### src/rtl/otter_lsu_pkg.sv
// Shared types and helpers for the OTTER load/store unit.
package otter_lsu_pkg;

  typedef enum logic [1:0] {
    SZ_BYTE = 2'd0,
    SZ_HALF = 2'd1,
    SZ_WORD = 2'd2
  } size_e;

  typedef enum logic [1:0] {
    IDLE,
    LD_HI,
    ST_BYTE
  } state_e;

  localparam logic [31:0] IO_BASE_DEFAULT = 32'h1100_0000;

  // True when the access spills past the end of its aligned word; size 3 acts as word.
  function automatic logic crosses(input logic [1:0] off, input logic [1:0] size);
    case (size)
      SZ_BYTE: crosses = 1'b0;
      SZ_HALF: crosses = (off == 2'd3);
      default: crosses = (off != 2'd0);
    endcase
  endfunction

  function automatic logic [1:0] last_byte(input logic [1:0] size);
    last_byte = (size == SZ_HALF) ? 2'd1 : 2'd3;
  endfunction

endpackage

### src/rtl/otter_load_merge.sv
// Combines two adjacent aligned words into one misaligned, extended load result.
module otter_load_merge
  import otter_lsu_pkg::*;
(
  input  logic [31:0] hi,
  input  logic [31:0] lo,
  input  logic [1:0]  off,
  input  logic [1:0]  size,
  input  logic        uns,
  output logic [31:0] data
);

  logic [63:0] pair;
  logic [31:0] sh;

  always_comb begin
    pair = {hi, lo};
    sh   = pair[{off, 3'b000} +: 32];
    case (size)
      SZ_BYTE: data = {{24{~uns & sh[7]}}, sh[7:0]};
      SZ_HALF: data = {{16{~uns & sh[15]}}, sh[15:0]};
      default: data = sh;
    endcase
  end

endmodule

### src/rtl/otter_lsu.sv
// MEM-stage load/store initiator: splits word-crossing accesses for the data port.
module otter_lsu
  import otter_lsu_pkg::*;
#(
  parameter logic [31:0] IO_BASE = IO_BASE_DEFAULT
) (
  input  logic        CLK,
  input  logic        RST,
  input  logic        req_valid,
  input  logic        req_we,
  input  logic [31:0] req_addr,
  input  logic [31:0] req_wdata,
  input  logic [1:0]  req_size,
  input  logic        req_unsigned,
  output logic        stall,
  output logic        rsp_valid,
  output logic [31:0] rsp_rdata,
  output logic        err,
  output logic [31:0] MEM_ADDR2,
  output logic [31:0] MEM_DIN2,
  output logic        MEM_WRITE2,
  output logic        MEM_READ2,
  output logic [1:0]  MEM_SIZE,
  output logic        MEM_SIGN,
  input  logic [31:0] MEM_DOUT2
);

  state_e      state;
  logic [1:0]  cnt;
  logic [31:0] lo_word;
  logic        merge;
  logic        zero_rsp;
  logic [1:0]  sv_off;
  logic [1:0]  sv_size;
  logic        sv_uns;

  logic [1:0]  off;
  logic        is_cross;
  logic        is_mmio;
  logic [1:0]  last_k;
  logic [31:0] aligned;
  logic [31:0] merged;

  assign off      = req_addr[1:0];
  assign is_cross = crosses(off, req_size);
  assign is_mmio  = (req_addr >= IO_BASE);
  assign last_k   = last_byte(req_size);
  assign aligned  = {req_addr[31:2], 2'b00};

  otter_load_merge u_merge (
    .hi   (MEM_DOUT2),
    .lo   (lo_word),
    .off  (sv_off),
    .size (sv_size),
    .uns  (sv_uns),
    .data (merged)
  );

  // Enables and stall are gated by RST so an in-flight split stops driving the port at once.
  always_comb begin
    MEM_ADDR2  = req_addr;
    MEM_SIZE   = req_size;
    MEM_SIGN   = req_unsigned;
    MEM_DIN2   = req_wdata;
    MEM_READ2  = 1'b0;
    MEM_WRITE2 = 1'b0;
    stall      = 1'b0;
    if (!RST) begin
      case (state)
        IDLE: begin
          if (!is_cross) begin
            MEM_READ2  = req_valid & ~req_we;
            MEM_WRITE2 = req_valid & req_we;
          end else if (req_valid && !is_mmio) begin
            stall = 1'b1;
            if (!req_we) begin
              MEM_ADDR2 = aligned;
              MEM_SIZE  = SZ_WORD;
              MEM_SIGN  = 1'b0;
              MEM_READ2 = 1'b1;
            end else begin
              MEM_SIZE   = SZ_BYTE;
              MEM_SIGN   = 1'b0;
              MEM_DIN2   = {24'h0, req_wdata[7:0]};
              MEM_WRITE2 = 1'b1;
            end
          end
        end
        LD_HI: begin
          MEM_ADDR2 = aligned + 32'd4;
          MEM_SIZE  = SZ_WORD;
          MEM_SIGN  = 1'b0;
          MEM_READ2 = 1'b1;
        end
        ST_BYTE: begin
          MEM_ADDR2  = req_addr + {30'h0, cnt};
          MEM_SIZE   = SZ_BYTE;
          MEM_SIGN   = 1'b0;
          MEM_DIN2   = {24'h0, req_wdata[{cnt, 3'b000} +: 8]};
          MEM_WRITE2 = 1'b1;
          stall      = (cnt != last_k);
        end
        default: ;
      endcase
    end
  end

  always_comb begin
    if (merge)
      rsp_rdata = merged;
    else if (rsp_valid && !zero_rsp)
      rsp_rdata = MEM_DOUT2;
    else
      rsp_rdata = '0;
  end

  always_ff @(posedge CLK or posedge RST) begin
    if (RST) begin
      state     <= IDLE;
      cnt       <= '0;
      lo_word   <= '0;
      merge     <= 1'b0;
      zero_rsp  <= 1'b0;
      sv_off    <= '0;
      sv_size   <= '0;
      sv_uns    <= 1'b0;
      rsp_valid <= 1'b0;
      err       <= 1'b0;
    end else begin
      rsp_valid <= 1'b0;
      err       <= 1'b0;
      merge     <= 1'b0;
      zero_rsp  <= 1'b0;
      case (state)
        IDLE: begin
          if (req_valid) begin
            if (!is_cross) begin
              rsp_valid <= ~req_we;
            end else if (is_mmio) begin
              err       <= 1'b1;
              rsp_valid <= ~req_we;
              zero_rsp  <= ~req_we;
            end else if (!req_we) begin
              state <= LD_HI;
            end else begin
              state <= ST_BYTE;
              cnt   <= 2'd1;
            end
          end
        end
        LD_HI: begin
          lo_word   <= MEM_DOUT2;
          merge     <= 1'b1;
          rsp_valid <= 1'b1;
          sv_off    <= off;
          sv_size   <= req_size;
          sv_uns    <= req_unsigned;
          state     <= IDLE;
        end
        ST_BYTE: begin
          if (cnt == last_k) begin
            cnt   <= '0;
            state <= IDLE;
          end else begin
            cnt <= cnt + 2'd1;
          end
        end
        default: state <= IDLE;
      endcase
    end
  end

endmodule

### config.mk
export PLATFORM = sky130hd
export DESIGN_NAME = otter_lsu
export DESIGN_NICKNAME = d
export VERILOG_FILES = /design/src/rtl/otter_lsu_pkg.sv /design/src/rtl/otter_load_merge.sv /design/src/rtl/otter_lsu.sv
export SDC_FILE = /design/constraint.sdc
export NUM_CORES = 1
export LEC_CHECK = 0
export ABC_AREA = 0
export CAP_MARGIN = 20
export CELL_PAD_IN_SITES_DETAIL_PLACEMENT = 0
export CELL_PAD_IN_SITES_GLOBAL_PLACEMENT = 1
export CORE_MARGIN = 4
export CORE_UTILIZATION = 28
export DETAILED_ROUTE_END_ITERATION = 8
export PLACE_DENSITY = 0.75
export SLEW_MARGIN = 5
export SYNTH_ARGS = -nofsm -noshare
export SYNTH_HDL_FRONTEND = slang
export SYNTH_SLANG_ARGS = --single-unit
### constraint.sdc
create_clock -name CLK -period 3.8 [get_ports CLK]
set_input_delay 0.95 -clock CLK [delete_from_list [all_inputs] [get_ports CLK]]
set_output_delay 0.95 -clock CLK [all_outputs]
set_load 0.02 [all_outputs]
# Word-level counts from Yosys, hierarchy flattened
# Index checks and enable logic that the tools add are counted.
dict set report op_classes {
  n_eq_ne 12
  multipliers 0
  muxes 62
  n_bitwise 6
  add_sub_neg 3
  n_div 0
  shifts 2
  n_reduce_logical 12
  magnitude_cmp 1
}
# op n
set ops {}
lappend ops {{$mux 32} 7}
lappend ops {{$pmux 32 s2} 2}
lappend ops {{$pmux 32 s3} 1}
lappend ops {{$shiftx 64x6->32} 1}
lappend ops {{$mux 2} 18}
lappend ops {{$add 32x2->32} 1}
lappend ops {{$add 32x3->32 const B} 1}
lappend ops {{$ge 32x29->1 const B} 1}
lappend ops {{$shiftx 32x6->8} 1}
lappend ops {{$mux 1} 25}
lappend ops {{$pmux 1 s2} 6}
lappend ops {{$ne 2x2->1 const B} 5}
lappend ops {{$pmux 2 s2} 2}
lappend ops {{$eq 2x1->1 const B} 3}
lappend ops {{$logic_not 2->1} 3}
lappend ops {{$pmux 2 s3} 1}
lappend ops {{$reduce_and 5->1} 1}
lappend ops {{$and 1x1->1} 4}
lappend ops {{$eq 2x2->1 const B} 2}
lappend ops {{$reduce_and 4->1} 1}
lappend ops {{$reduce_bool 2->1} 2}
lappend ops {{$add 2x1->2 const B} 1}
lappend ops {{$eq 2x2->1} 1}
lappend ops {{$logic_and 1x1->1} 2}
lappend ops {{4 further kinds} 6}
dict set report totals {
  reg_bits 45
  elab_cells 108
  ram_bits 0
  in_bits 103
  n_memories 0
  latch_bits 0
  rom_bits 0
  output_inout_bits 104
}

# Logic depth before layout (Yosys ltp)
dict set report logic_depth {
  depth_word 7
  ltp_mapped 7
  depth_no_buf 6
}

# Modules after synthesis
# A second synthesis with hierarchy kept.
dict set report unflattened {
  cells_unflattened 475
  area_unflattened_um2 4710.8
}
# mod seq_area_each_um2 n_inst area_per_inst_um2 cells_each
set by_module_without_submodules {}
lappend by_module_without_submodules {otter_lsu 1126.1 1 3590.9 374}
lappend by_module_without_submodules {otter_load_merge 0.0 1 1119.8 101}

# Worst setup path before layout
# No wires, ideal clock.
dict set report synth_path {
  path_kind {input to output}
  from {input port RST}
  to {output port MEM_DIN2[11]}
  required_ns 2.850
  arrival_time_ns 2.903
  path_stages 5
  slack_ns -0.053
  path_buffers 2
  cell_sequence {clkbuf_1 -> inv_1 -> nand2_1 -> clkbuf_1 -> and3_1}
}
dict set report synth_between {
  elab_chain_len 1
}
# item line_no
set synth_lines {}
lappend synth_lines {{start: declaration} otter_lsu.sv:8} ;# input logic RST,
lappend synth_lines {{$mux 32} otter_lsu.sv:68} ;# if (!RST) begin
lappend synth_lines {{end: declaration} otter_lsu.sv:20} ;# output logic [31:0] MEM_DIN2,
# No other way between the ends.

# Worst setup path after layout
dict set report layout_path {
  from {input port req_addr[26]}
  to {output port MEM_WRITE2}
}
dict set report layout_between {
  elab_chain_len 7
}
# item line_no
set layout_lines {}
lappend layout_lines {{start: declaration} otter_lsu.sv:11} ;# input logic [31:0] req_addr,
lappend layout_lines {{$ge 32x29->1} otter_lsu.sv:46} ;# assign is_mmio = (req_addr >= IO_BASE);
lappend layout_lines {{$logic_not 1->1} otter_lsu.sv:74} ;# end else if (req_valid && !is_mmio) begin
lappend layout_lines {{$logic_and 1x1->1} otter_lsu.sv:74}
lappend layout_lines {{$mux 1} otter_lsu.sv:74}
lappend layout_lines {{$mux 1} otter_lsu.sv:71} ;# if (!is_cross) begin
lappend layout_lines {{$pmux 1 s2} otter_lsu.sv:69} ;# case (state)
lappend layout_lines {{$mux 1} otter_lsu.sv:68}
lappend layout_lines {{end: declaration} otter_lsu.sv:21} ;# output logic MEM_WRITE2,
# No other way between the ends.

==> impl_metrics.ini <==
[worst_setup_path]
path_class = in2out
rr_endpoint = lo_word[5]$_DFFE_PP0P_
critPathLaunchType = input port
r2r_slack_ns = 1.99
path_delay_family = buffers and inverters
critical_path_peak_fanout = 3
cp_slowest_cell = clkdlybuf4s50_1
cpMostUsedCell = buf_4
crit_arrival_ns = 2.80
required_ns = 2.85
path_buf_inv = 5
cp-end-kind = output port
slowest_delay_ns = 0.46
worstRegToRegCells = 6
reg2reg_from = state[1]$_DFFE_PP0P_
crit_chain = clkdlybuf4s50_1 > o41ai_4 > buf_4 > buf_4 > o2bb2ai_1 > buf_4 > a31oi_1 > nor3_2 > buf_4

[logic_synthesis]
yosys_warnings = 0
synthFlopType = dfrtp_1
netlist_area_um2 = 4767
synthCells = 571
syn_area_per_cell_um2 = 8.349
synth_cell_types = 60
synthArstFlopShare_pct = 100.0
synth_seq_cells = 45
synth_edf_count = 0
seq_area_frac_synth_pct = 23.62
syn_nets = 679

[power]
clockPowerShare_pct = 23.1
p_leak_nw = 3.389
combinationalPowerShare_pct = 48.1
sw_frac_of_total_pct = 35.93
cellInternalPower_mw = 1.551
switching_power_uw = 869.8
power.density_nw_per_um2 = 313.6
power_frac_seq_pct = 28.8
irDropWorstVdd_uv = 203.6

[clocking]
clk_pin_slew_ns = 0.06
root_buffer = clkbuf_16
cts_made_buffers = 5
cts_sinks = 45
htree_levels = 2
cts_tree = done
holdBufCountCts = 0
cts_max_path_buffers = 2
insertion_delay_ns = 0.29

[floorplanning]
die_w_um = 138.5
die_area_um2 = 19180
die_h_um = 138.5
core_area_um2 = 16640
initial_core_util_pct = 28.64
rows = 47
design.portCount = 207

[grt]
grt_util_all_layers_pct = 18.60
overflow = 0
grt_antenna_before_repair = 2
grt_pass1_vias = 5773
grt_max_degree = 46
grt_pass1_wl_mm = 30.02

[drt]
drt-initial-drc-count = 327
antenna_left = 0
viasPerCell = 5.114
totalWireLength_mm = 18.31
drc = 0
num_vias = 5416
wl_per_cell_um = 17.29
drtPass1Iterations = 4

[placement]
io_buffers = 206
place.gp.congestion = 0.8909
dp_hpwl_mm = 14.22
pre_cts_ws_ns = -0.7142

[sta]
fin_crit_ns = 3.754
setup-tns-final_ns = 0
fin_crit_sh_pct = 98.80
relSlewSlack_pct = 54.75
drv_slew = 0
clock_skew_ns = 0.003487
grt_setup_unrepaired = true
setup_viol = 0
hold_viol_final = 0
clock.fmax_mhz = 266.4
setup_ws_ns = 0.04568
worst_pin_slew_ns = 0.6773

[min_path]
holdPathStages = 2
min-delay-start = lo_word[7]$_DFFE_PP0P_
holdPathEnd = lo_word[7]$_DFFE_PP0P_
holdCritPathClass = reg2reg

[layout]
nNetsFinal = 945
areaGrowthSynthToFinish_pct = 61.89
drive_gt1_share_pct = 31.03

[status]
status = completed

[job]
drv_cap = 0
==> Yosys cell counts (all sizes together) (3+ instances only) <==
library cell,number,area (um2)
ha,4,50.05
mux2,11,123.9
nor4,4,50.05
and3,29,181.4
a2111oi,3,51.30
xnor2,20,175.2
nor3b,4,40.03
nor2b,7,43.79
inv,11,41.29
nand2,167,626.9
and2,3,18.77
nand3,11,55.05
nand4,7,43.79
or2,3,18.77
and4,4,35.03
nor2,6,22.52
nor3,7,35.03
mux4,28,630.6
o2111ai,3,26.28
nand2b,4,32.53
o21ai,17,85.08
xor2,10,87.58
mux2i,6,60.06
a21oi,66,442.9
clkbuf,28,105.1
buf,14,112.6
o22ai,19,118.9
dfrtp,45,1126
==> power by group through the flow <==
stage	Combinational (mW)	Sequential, mW	Clock, mW
final	1.16	0.696	0.559
after global routing	1.28	0.712	0.592
after CTS	1.17	0.694	0.573
after detailed placement	1.19	0.699	0
after global placement	1.18	0.691	0
after floorplan	0.763	0.644	0
==> how the worst max path moves through the flow <==
stage / cells past startpoint / from / end
6_report: 9 / req_addr[26] / MEM_WRITE2
5_1_grt: 9 / req_addr[26] / MEM_WRITE2
4_1_cts: 9 / req_addr[25] / MEM_WRITE2
3_5_place_dp: 9 / req_addr[0] / MEM_ADDR2[18]
3_3_place_gp: 9 / req_addr[0] / MEM_ADDR2[12]
2_1_floorplan: 5 / RST / MEM_DIN2[11]
==> cell usage in the layout, fill, tap and decap left out, types with 5 or more instances in the layout <==
| master | n |
|---|---|
| a21oi_1 | 53 |
| a21oi_4 | 10 |
| and3_1 | 29 |
| buf_2 | 17 |
| buf_4 | 102 |
| clkbuf_16 | 5 |
| clkbuf_2 | 28 |
| clkdlybuf4s15_1 | 13 |
| clkdlybuf4s15_2 | 10 |
| clkdlybuf4s50_1 | 110 |
| dfrtp_1 | 43 |
| dlygate4sd2_1 | 11 |
| dlymetal6s2s_1 | 5 |
| inv_1 | 10 |
| mux2_2 | 11 |
| mux2i_1 | 6 |
| mux4_2 | 28 |
| nand2_1 | 164 |
| nand3_1 | 9 |
| nand4_1 | 7 |
| nor2_1 | 6 |
| nor2b_1 | 6 |
| o21ai_0 | 17 |
| o22ai_1 | 19 |
| xnor2_1 | 19 |
| xor2_1 | 10 |
==> timing repair <==
item,4_1_cts,5_1_grt
pin swaps,9,6
endpoints found under the hold margin,0,0
cloned,1,0
endpoints found under the setup margin,85,66
buffers inserted,5,3
gates resized for setup,224,99
==> worst reg2reg max path, cell delays in order, from the launching register on <==
cell and delay (ns):
dfrtp_1 0.49, nand2b_4 0.23, buf_4 0.40, clkinv_1 0.12, buf_4 0.27, nand2_1 0.14, nand2_1 0.06
==> per-layer routing <==
layer	part of all wire (%)	global-route usage, %	routed length (um)	vias to the layer above
li1	-	-	-	2588
met1	40	22.10	7350	2554
met2	48	31.96	8847	256
met4	0.90	3.380	164	2
met3	11	7.700	1938	16
met5	0.071	0	13	-
==> stage by stage <==
step	utilization (%)	cells	area, um2	hold slack (ns)	power, mW
after floorplan	-	571	4773	0.4410	1.407
after global placement	45.31	1041	7541	0.4589	1.868
after detailed placement	45.31	1041	7541	0.4592	1.893
after CTS	46.49	1055	7736	0.4784	2.440
after global routing	46.37	1059	7717	0.5040	2.583
final	46.37	1059	7717	0.4775	2.421
==> sequential cells by signal, summed over array words and instances, names as in the netlist <==
signal and cells:
err 1, state 2, zero_rsp 1, lo_word 32, sv_size 2, rsp_valid 1
sv_uns 1, sv_off 2, merge 1, cnt 2
==> logic make-up after synthesis <==
logic type	Yosys count	share of synthesized area, %
compound gates	129	19.55
xor+xnor	30	5.512
fa+ha+maj	5	1.470
buf+inv	55	5.590
flops	45	23.62
mux	45	17.09
simple gates	262	27.16
==> cell type report <==
| cell class | count | area, um2 |
|---|---|---|
| sequential | 45 | 1129 |
| clock inverter | 3 | 65.06 |
| clock buffer | 5 | 125.1 |
| inverter | 13 | 52.55 |
| multi-input combinational | 472 | 3530 |
| tap | 220 | 275.3 |
| timing repair buffer | 300 | 2539 |
| fill | 1627 | 8925 |
| antenna | 1 | 2.502 |
Note: power is estimated with default switching activity, not from simulation.
